<file path="config.mk">
export PLATFORM = sky130hd
export DESIGN_NAME = beep_timer
export DESIGN_NICKNAME = d
export VERILOG_FILES = /design/src/rtl/beep_timer_pkg.sv /design/src/rtl/beep_pattern_gen.sv /design/src/rtl/beep_timer.sv
export SDC_FILE = /design/constraint.sdc
export NUM_CORES = 1
export LEC_CHECK = 0
export CORE_AREA = 2 2 54 56
export CTS_CLUSTER_SIZE = 20
export DETAILED_ROUTE_END_ITERATION = 7
export DIE_AREA = 0 0 56 58
export GPL_TIMING_DRIVEN = 1
export PLACE_DENSITY = 0.82
export SYNTH_ARGS = -nofsm -noshare
export SYNTH_HDL_FRONTEND = slang
export SYNTH_SLANG_ARGS = --single-unit
</file>
<file path="constraint.sdc">
create_clock -name clk -period 3.5 [get_ports clk]
set_input_delay 0.525 -clock clk [delete_from_list [all_inputs] [get_ports clk]]
set_output_delay 0.525 -clock clk [all_outputs]
set_load 0.005 [all_outputs]
</file>
<file path="src/rtl/beep_timer_pkg.sv">
// Shared types and helpers for the beep_timer alert stage.
package beep_timer_pkg;

   typedef enum logic [2:0] {
      IDLE,
      COUNT,
      BEEP_ON,
      BEEP_OFF,
      DONE
   } bt_state_t;

   // A request for zero pulses still produces one pulse.
   function automatic int unsigned pulse_total(input int unsigned n);
      return (n == 0) ? 1 : n;
   endfunction

endpackage

</file>
<file path="src/rtl/beep_pattern_gen.sv">
// ON/OFF pulse train generator: phase counter, pulse index and registered beep output.
module beep_pattern_gen
   import beep_timer_pkg::*;
#(
   parameter int unsigned NB_W    = 2,
   parameter int unsigned ON_CYC  = 3,
   parameter int unsigned OFF_CYC = 2
) (
   input  logic            clk_i,
   input  logic            rst_i,
   input  logic            clr_i,
   input  logic            start_i,
   input  logic [NB_W-1:0] pulses_i,
   output logic            b_o,
   output logic            last_o,
   output logic            phase_zero_o
);

   localparam int unsigned PH_MAX = (ON_CYC > OFF_CYC) ? ON_CYC : OFF_CYC;
   localparam int unsigned PH_W   = (PH_MAX > 1) ? $clog2(PH_MAX) : 1;

   logic            active_q;
   logic            b_q;
   logic [PH_W-1:0] phase_q;
   logic [NB_W-1:0] idx_q;
   logic [NB_W-1:0] total_q;

   assign phase_zero_o = (phase_q == '0);
   assign last_o       = active_q && b_q && phase_zero_o && (idx_q == total_q - NB_W'(1));
   assign b_o          = b_q;

   always_ff @(posedge clk_i) begin
      if (rst_i || clr_i) begin
         active_q <= 1'b0;
         b_q      <= 1'b0;
         phase_q  <= '0;
         idx_q    <= '0;
         total_q  <= '0;
      end else if (start_i) begin
         active_q <= 1'b1;
         b_q      <= 1'b1;
         phase_q  <= PH_W'(ON_CYC - 1);
         idx_q    <= '0;
         total_q  <= NB_W'(pulse_total(32'(pulses_i)));
      end else if (active_q) begin
         if (!phase_zero_o) begin
            phase_q <= phase_q - PH_W'(1);
         end else if (b_q) begin
            b_q <= 1'b0;
            if (last_o) begin
               active_q <= 1'b0;
               idx_q    <= '0;
            end else begin
               phase_q <= PH_W'(OFF_CYC - 1);
               idx_q   <= idx_q + NB_W'(1);
            end
         end else begin
            b_q     <= 1'b1;
            phase_q <= PH_W'(ON_CYC - 1);
         end
      end
   end

endmodule

</file>
<file path="src/rtl/beep_timer.sv">
// Countdown timer followed by a programmable beep train, with optional auto-reload.
module beep_timer
   import beep_timer_pkg::*;
#(
   parameter int unsigned WIDTH   = 8,
   parameter int unsigned NB_W    = 2,
   parameter int unsigned ON_CYC  = 3,
   parameter int unsigned OFF_CYC = 2
) (
   input  logic             clk,
   input  logic             rst,
   input  logic             en,
   input  logic [WIDTH-1:0] v,
   input  logic [NB_W-1:0]  n_beeps,
   input  logic             auto_reload,
   output logic             b,
   output logic             busy,
   output logic             done,
   output logic             seq_end,
   output logic [WIDTH-1:0] remaining
);

   bt_state_t        state_q;
   logic [WIDTH-1:0] cnt_q;
   logic             seq_end_q;
   logic             start;
   logic             last;
   logic             phase_zero;

   // The pattern generator fires on the same edge the counter is seen at zero.
   assign start = en && ((state_q == IDLE) || (state_q == COUNT)) && (cnt_q == '0);

   beep_pattern_gen #(
      .NB_W    (NB_W),
      .ON_CYC  (ON_CYC),
      .OFF_CYC (OFF_CYC)
   ) u_pattern (
      .clk_i        (clk),
      .rst_i        (rst),
      .clr_i        (!en),
      .start_i      (start),
      .pulses_i     (n_beeps),
      .b_o          (b),
      .last_o       (last),
      .phase_zero_o (phase_zero)
   );

   always_ff @(posedge clk) begin
      if (rst) begin
         state_q   <= IDLE;
         cnt_q     <= '0;
         seq_end_q <= 1'b0;
      end else begin
         seq_end_q <= 1'b0;
         if (!en) begin
            state_q <= IDLE;
            cnt_q   <= v;
         end else begin
            case (state_q)
               IDLE, COUNT: begin
                  if (cnt_q != '0) begin
                     cnt_q   <= cnt_q - WIDTH'(1);
                     state_q <= COUNT;
                  end else begin
                     state_q <= BEEP_ON;
                  end
               end
               BEEP_ON: begin
                  if (phase_zero) begin
                     if (last) begin
                        seq_end_q <= 1'b1;
                        if (auto_reload) begin
                           cnt_q   <= v;
                           state_q <= COUNT;
                        end else begin
                           state_q <= DONE;
                        end
                     end else begin
                        state_q <= BEEP_OFF;
                     end
                  end
               end
               BEEP_OFF: begin
                  if (phase_zero) state_q <= BEEP_ON;
               end
               DONE:    state_q <= DONE;
               default: state_q <= IDLE;
            endcase
         end
      end
   end

   assign busy      = (state_q == COUNT) || (state_q == BEEP_ON) || (state_q == BEEP_OFF);
   assign done      = (state_q == DONE);
   assign seq_end   = seq_end_q;
   assign remaining = cnt_q;

endmodule
</file>
==> results of run 1 <==
[stage by stage]
stage / hold WS (ns) / cell area, sq um / setup WS (ns) / cells / power, mW
after floorplan: 0.470 / 1160 / 1.73 / 142 / 0.446
after global placement: 0.486 / 1420 / 1.34 / 193 / 0.524
after detailed placement: 0.495 / 1420 / 1.26 / 193 / 0.537
after CTS: 0.512 / 1460 / 1.46 / 197 / 0.675
after global routing: 0.537 / 1460 / 1.33 / 197 / 0.714
final: 0.511 / 1460 / 1.46 / 197 / 0.672
[final timing paths]
| path | startpoint | end | slack [ns] | cells past startpoint |
|---|---|---|---|---|
| setup / recovery | remaining[2] | remaining[7] | 1.46 | 5 |
| hold / removal | u_pattern.active_q | u_pattern.active_q | 0.51 | 2 |
| setup reg to reg | remaining[2] | remaining[7] | 1.46 | 5 |
| hold reg to reg | u_pattern.active_q | u_pattern.active_q | 0.51 | 2 |
[placed cells by master, fill, tap and decap left out, types with 4 or more instances in the layout]
cell type and n:
clkdlybuf4s50_1 25, dfxtp_1 20, a21oi_1 19, nor2_1 11, o21ai_0 11, nand2_1 9
inv_1 6, nand3_1 6, nor3_1 5, o2111ai_1 5, nand2b_1 4, xnor2_1 4
[flip-flops by register name, summed over array words and instances (netlist names)]
signal              flops
remaining               8
state_q                 3
u_pattern.idx_q         2
u_pattern.phase_q       2
u_pattern.total_q       2
seq_end                 1
u_pattern.active_q      1
u_pattern.b_o           1
[kinds of logic after synthesis]
family	count (synthesis)	synth area share
muxes	1	0.00865
xor gates and xnor gates	5	0.0378
buffers and inverters	11	0.0422
adders and majority gates	2	0.0216
DFF	20	0.346
and+or+nand+nor	54	0.269
AOI/OAI and AO/OA	49	0.275
[critical path, cell delays in order (launching register included)]
cell,delay (ns)
dfxtp_1,0.39
or4_4,0.61
o41ai_2,0.26
and3_1,0.39
o21ai_0,0.18
a21oi_2,0.15
[power groups by stage]
stage	Clock, mW	Combinational [mW]	Sequential, mW
after floorplan	0	0.153	0.293
after global routing	0.150	0.263	0.300
after global placement	0	0.227	0.297
after detailed placement	0	0.236	0.301
after CTS	0.142	0.237	0.295
final	0.138	0.237	0.297
[metal layers]
layer  global-route usage  wire length, um  part of all wire  vias to the layer above
met5                    0                0                 0                        -
met2                0.351             1440              0.50                       32
met3               0.0357              143             0.049                        2
li1                     -                -                 -                      574
met4               0.0442               21            0.0072                        0
met1                0.232             1300              0.45                      570
[cell type report]
cell class	count	area [sq um]
clock buffers	4	36.3
repair buffers	25	250
multi-input cells	111	708
flip-flops and latches	20	400
inverters	6	22.5
fillers	259	1210
well taps	31	38.8
==> results.cfg, run 1 <==
[route]
dr.pass1.iters = 4
vias = 1178
drt-initial-drc-count = 32
drc = 0
postRouteAntennaNets = 0
wl_um = 2900
wl_per_cell_um = 14.7
viasPerCell = 5.98

[floorplan]
start_util = 0.435
core_sq_um = 2660
die_w_um = 56
die_y_um = 58
row_count = 19
dieArea_sq_um = 3250
num_io_pins = 26

[yosys]
synth_area_sq_um = 1160
synth_edf_count = 0
yosysSeqAreaShare = 0.346
netlist.area_leader.share = 0.346
yosys.area.top_type = dfxtp_1
syn-mean-instance-area_sq_um = 8.15
ys_seq_elements = 20
postSynthCellCount = 142
synthesis.nets = 158
synth.most_common_cell = dfxtp_1
synth_warnings = 0
async_flop_share = 0
netlist_top_cells_count = dfxtp_1, a21oi_1, nor2_1, o21ai_0, nand2_1
synth_flop_cell = dfxtp_1
synth_cell_types = 39
synth_area_leaders = dfxtp_1, a21oi_1, o21ai_0

[timing]
relSlewSlack = 0.597
max_freq_ghz = 0.489
clock-skew-final_ns = 0.00591
setup_viol = 0
tightestPinTransition_ns = 0.602
hold_viol_final = 0
rsz0062_at_grt = false
fin_crit_ns = 2.04
tns_ns = 0
period_share = 0.584
slew_violations = 0

[setup_path]
cp_max_fo = 9
critPathLaunchType = register
critPathRequiredTime_ns = 3.74
crit_arrival_ns = 2.29
setup.worst_path.class = reg -> reg
cp-end-kind = register

[clock_network]
cts_root_buf = clkbuf_4
cts_tree = built
htree_levels = 1
cts_setup_buffers = 0
cts.sink_count = 20
holdBufCountCts = 0
clkLatencyLatePin_ns = 0.31
cts.path.max_buffers = 2
cts.clk_slew.worst_paths_ns = 0.12
post_cts_resized = 0
cts_buffers = 3

[placement]
portBuffers = 25
place_congestion = 0.809
detailed_place_hpwl_um = 2190

[cells_and_area]
finish.utilization = 0.547
n_antenna_cell = 0
synthToLayoutAreaGrowth_pct = 25.8
nNetsFinal = 183
drive_above_1_share = 0.0723

[grt]
grtUsageTotal = 0.191
grt_pass1_vias = 1115
globalRouteOverflowTotal = 0
grt_max_degree = 13
grt_antenna_before_repair = 0
grt_pass1_wl_um = 5080

[job]
max_cap_violations = 0

[pwr]
combPwrFrac = 0.352
switchingPower_mw = 0.229
swShare = 0.340
p_leak_nw = 0.500
peakVddDrop_uv = 251
power_density_nw_per_um2 = 461
power_frac_clock = 0.205
seqPwrFrac = 0.442
p_int_mw = 0.443

[worst_hold_path]
min_path_type = reg -> reg

[run_status]
status = finished clean
Note: power is estimated with default switching activity, not from simulation.
==> run 2, diff against run 1 <==
CORE_AREA = 2 2 55 57   (was 2 2 54 56)
DIE_AREA = 0 0 57 59   (was 0 0 56 58)
clock period = 1.7 ns   (was 3.5 ns; I/O delays follow)
==> run 2 against run 1 <==
The flow now finishes with violations (setup timing). Clock power rose to 2.8 times the previous value. Power rose by 150%. Sequential power rose by 97%. Combinational power rose to 2.9 times the previous value. Sequential share of layout area fell by 4.8 points. Register-to-register slack got worse by 1.6 ns. Hold slack improved by 0.018 ns. Routed wire length rose by 20%. Die area rose by 3.5%. Global-route usage rose by 3.0 points.
==> results.cfg, run 2 (synthesis gave the netlist of run 1 again) <==
[cells_and_area]
nNetsFinal = 216
largest_reg_flops = 8
final_cell_mix = buf_4, clkdlybuf4s50_1, a21oi_1
synthToLayoutAreaGrowth_pct = 58.4
layout.cells.non_filler = 230
finish.utilization = 0.676
n_antenna_cell = 0
mostFrequentLayoutCell = buf_4
drive_above_1_share = 0.337

[timing]
fin_ws_ns = -0.135
hold_viol_final = 0
relSlewSlack = 0.735
tns_ns = -1.09
clock-skew-final_ns = 0.0125
setup_viol = 15
max_freq_ghz = 0.545
fin_hold_ws_ns = 0.529
tightestPinTransition_ns = 0.396
period_share = 1.08
fin_crit_ns = 1.83
slew_violations = 0
rsz0062_at_grt = true

[floorplan]
dieArea_sq_um = 3360
row_count = 19
start_util = 0.427
num_io_pins = 26
core_sq_um = 2710
die_w_um = 57
die_y_um = 59

[clock_network]
cts.path.max_buffers = 2
htree_levels = 1
cts_tree = built
clkLatencyLatePin_ns = 0.31
cts.sink_count = 20
cts_root_buf = clkbuf_4
cts_buffers = 3
cts.clk_slew.worst_paths_ns = 0.12

[run_status]
violations = setup timing
status = complete, but fails checks

[route]
vias = 1269
wl_um = 3490
postRouteAntennaNets = 0
dr.pass1.iters = 4
wl_per_cell_um = 15.2
viasPerCell = 5.52
drt-initial-drc-count = 33
drc = 0

[setup_path]
reg2regPathDepth = 6
max_stage_delay_ns = 0.59
critPathRequiredTime_ns = 1.90
critical-path-top-delay-family = simple AND/OR/NAND/NOR gates
cp_num_cells = 6
cp_max_fo = 7
critPathLaunchType = register
setup.worst_path.class = reg -> reg
cp-end-kind = register
crit_arrival_ns = 2.03
cp_cell_sequence = or4_4 > o41ai_4 > buf_4 > nand3_4 > o2111ai_1 > o31ai_1
slowest_stage = or4_4
critPathBufInv = 1

[pwr]
power_frac_clock = 0.235
swShare = 0.313
p_leak_nw = 0.702
switchingPower_mw = 0.524
p_int_mw = 1.15
totalPowerFinal_mw = 1.67
peakVddDrop_uv = 642
combPwrFrac = 0.414
power_density_nw_per_um2 = 912
seqPwrFrac = 0.351

[grt]
grtUsageTotal = 0.221
grt_pass1_wl_um = 5780
grt_pass1_vias = 1314
grt_max_degree = 13
globalRouteOverflowTotal = 0
grt_antenna_before_repair = 0

[placement]
dp.cells = 222
place_congestion = 0.877
detailed_place_hpwl_um = 2610
portBuffers = 25

[job]
max_cap_violations = 0

[worst_hold_path]
hold_path_depth = 3
min_path_type = in -> reg
[run 2: layer usage]
layer  GRT usage  up-vias  wire [um]
li1            -      639          -
met1       0.241      597       1480
met2       0.433       30       1860
met3      0.0306        3        117
met4      0.0764        0         29
met5           0        -          0
[run 2: worst paths after layout]
check | slack (ns) | from | end
worst min-delay path | 0.53 | n_beeps[1] | u_pattern.total_q[1]
worst max register to register | -0.13 | remaining[5] | remaining[0]
worst min register to register | 0.55 | remaining[1] | remaining[1]
worst max-delay path | -0.13 | remaining[5] | remaining[0]
[run 2: area by class of cell]
| class | instances | area (sq um) |
|---|---|---|
| sequential | 20 | 415 |
| inverter | 6 | 22.5 |
| tap | 31 | 38.8 |
| fill | 242 | 877 |
| timing repair buffer | 58 | 499 |
| clock inverter | 1 | 30.0 |
| clock buffer | 3 | 22.5 |
| multi-input combinational | 111 | 805 |
[run 2: per-stage QoR]
stage	worst slack, ns	area, sq um
global placement	-0.0777	1650
CTS	-0.124	1760
detailed placement	-0.195	1650
global route	-0.236	1830
finish	-0.135	1830
floorplan	-0.0263	1170
[run 2: power groups by stage]
| stage | Combinational (mW) | Clock [mW] | Sequential [mW] |
|---|---|---|---|
| 3_3_place_gp | 0.614 | 0 | 0.586 |
| 5_1_grt | 0.757 | 0.418 | 0.594 |
| 2_1_floorplan | 0.321 | 0 | 0.609 |
| 3_5_place_dp | 0.638 | 0 | 0.590 |
| 6_report | 0.691 | 0.393 | 0.586 |
| 4_1_cts | 0.666 | 0.395 | 0.584 |
[run 2: repair_timing]
item	in CTS	in global routing
endpoints found under the hold margin	0	0
setup endpoints to repair	15	21
setup buffers	0	4
pin swaps	2	4
hold buffers	0	0
gates resized for setup	15	12
[run 2: tightest hold or removal path: stages]
cell and delay (ns):
clkdlybuf4s50_1 0.42, nand3_1 0.08, a21oi_1 0.06
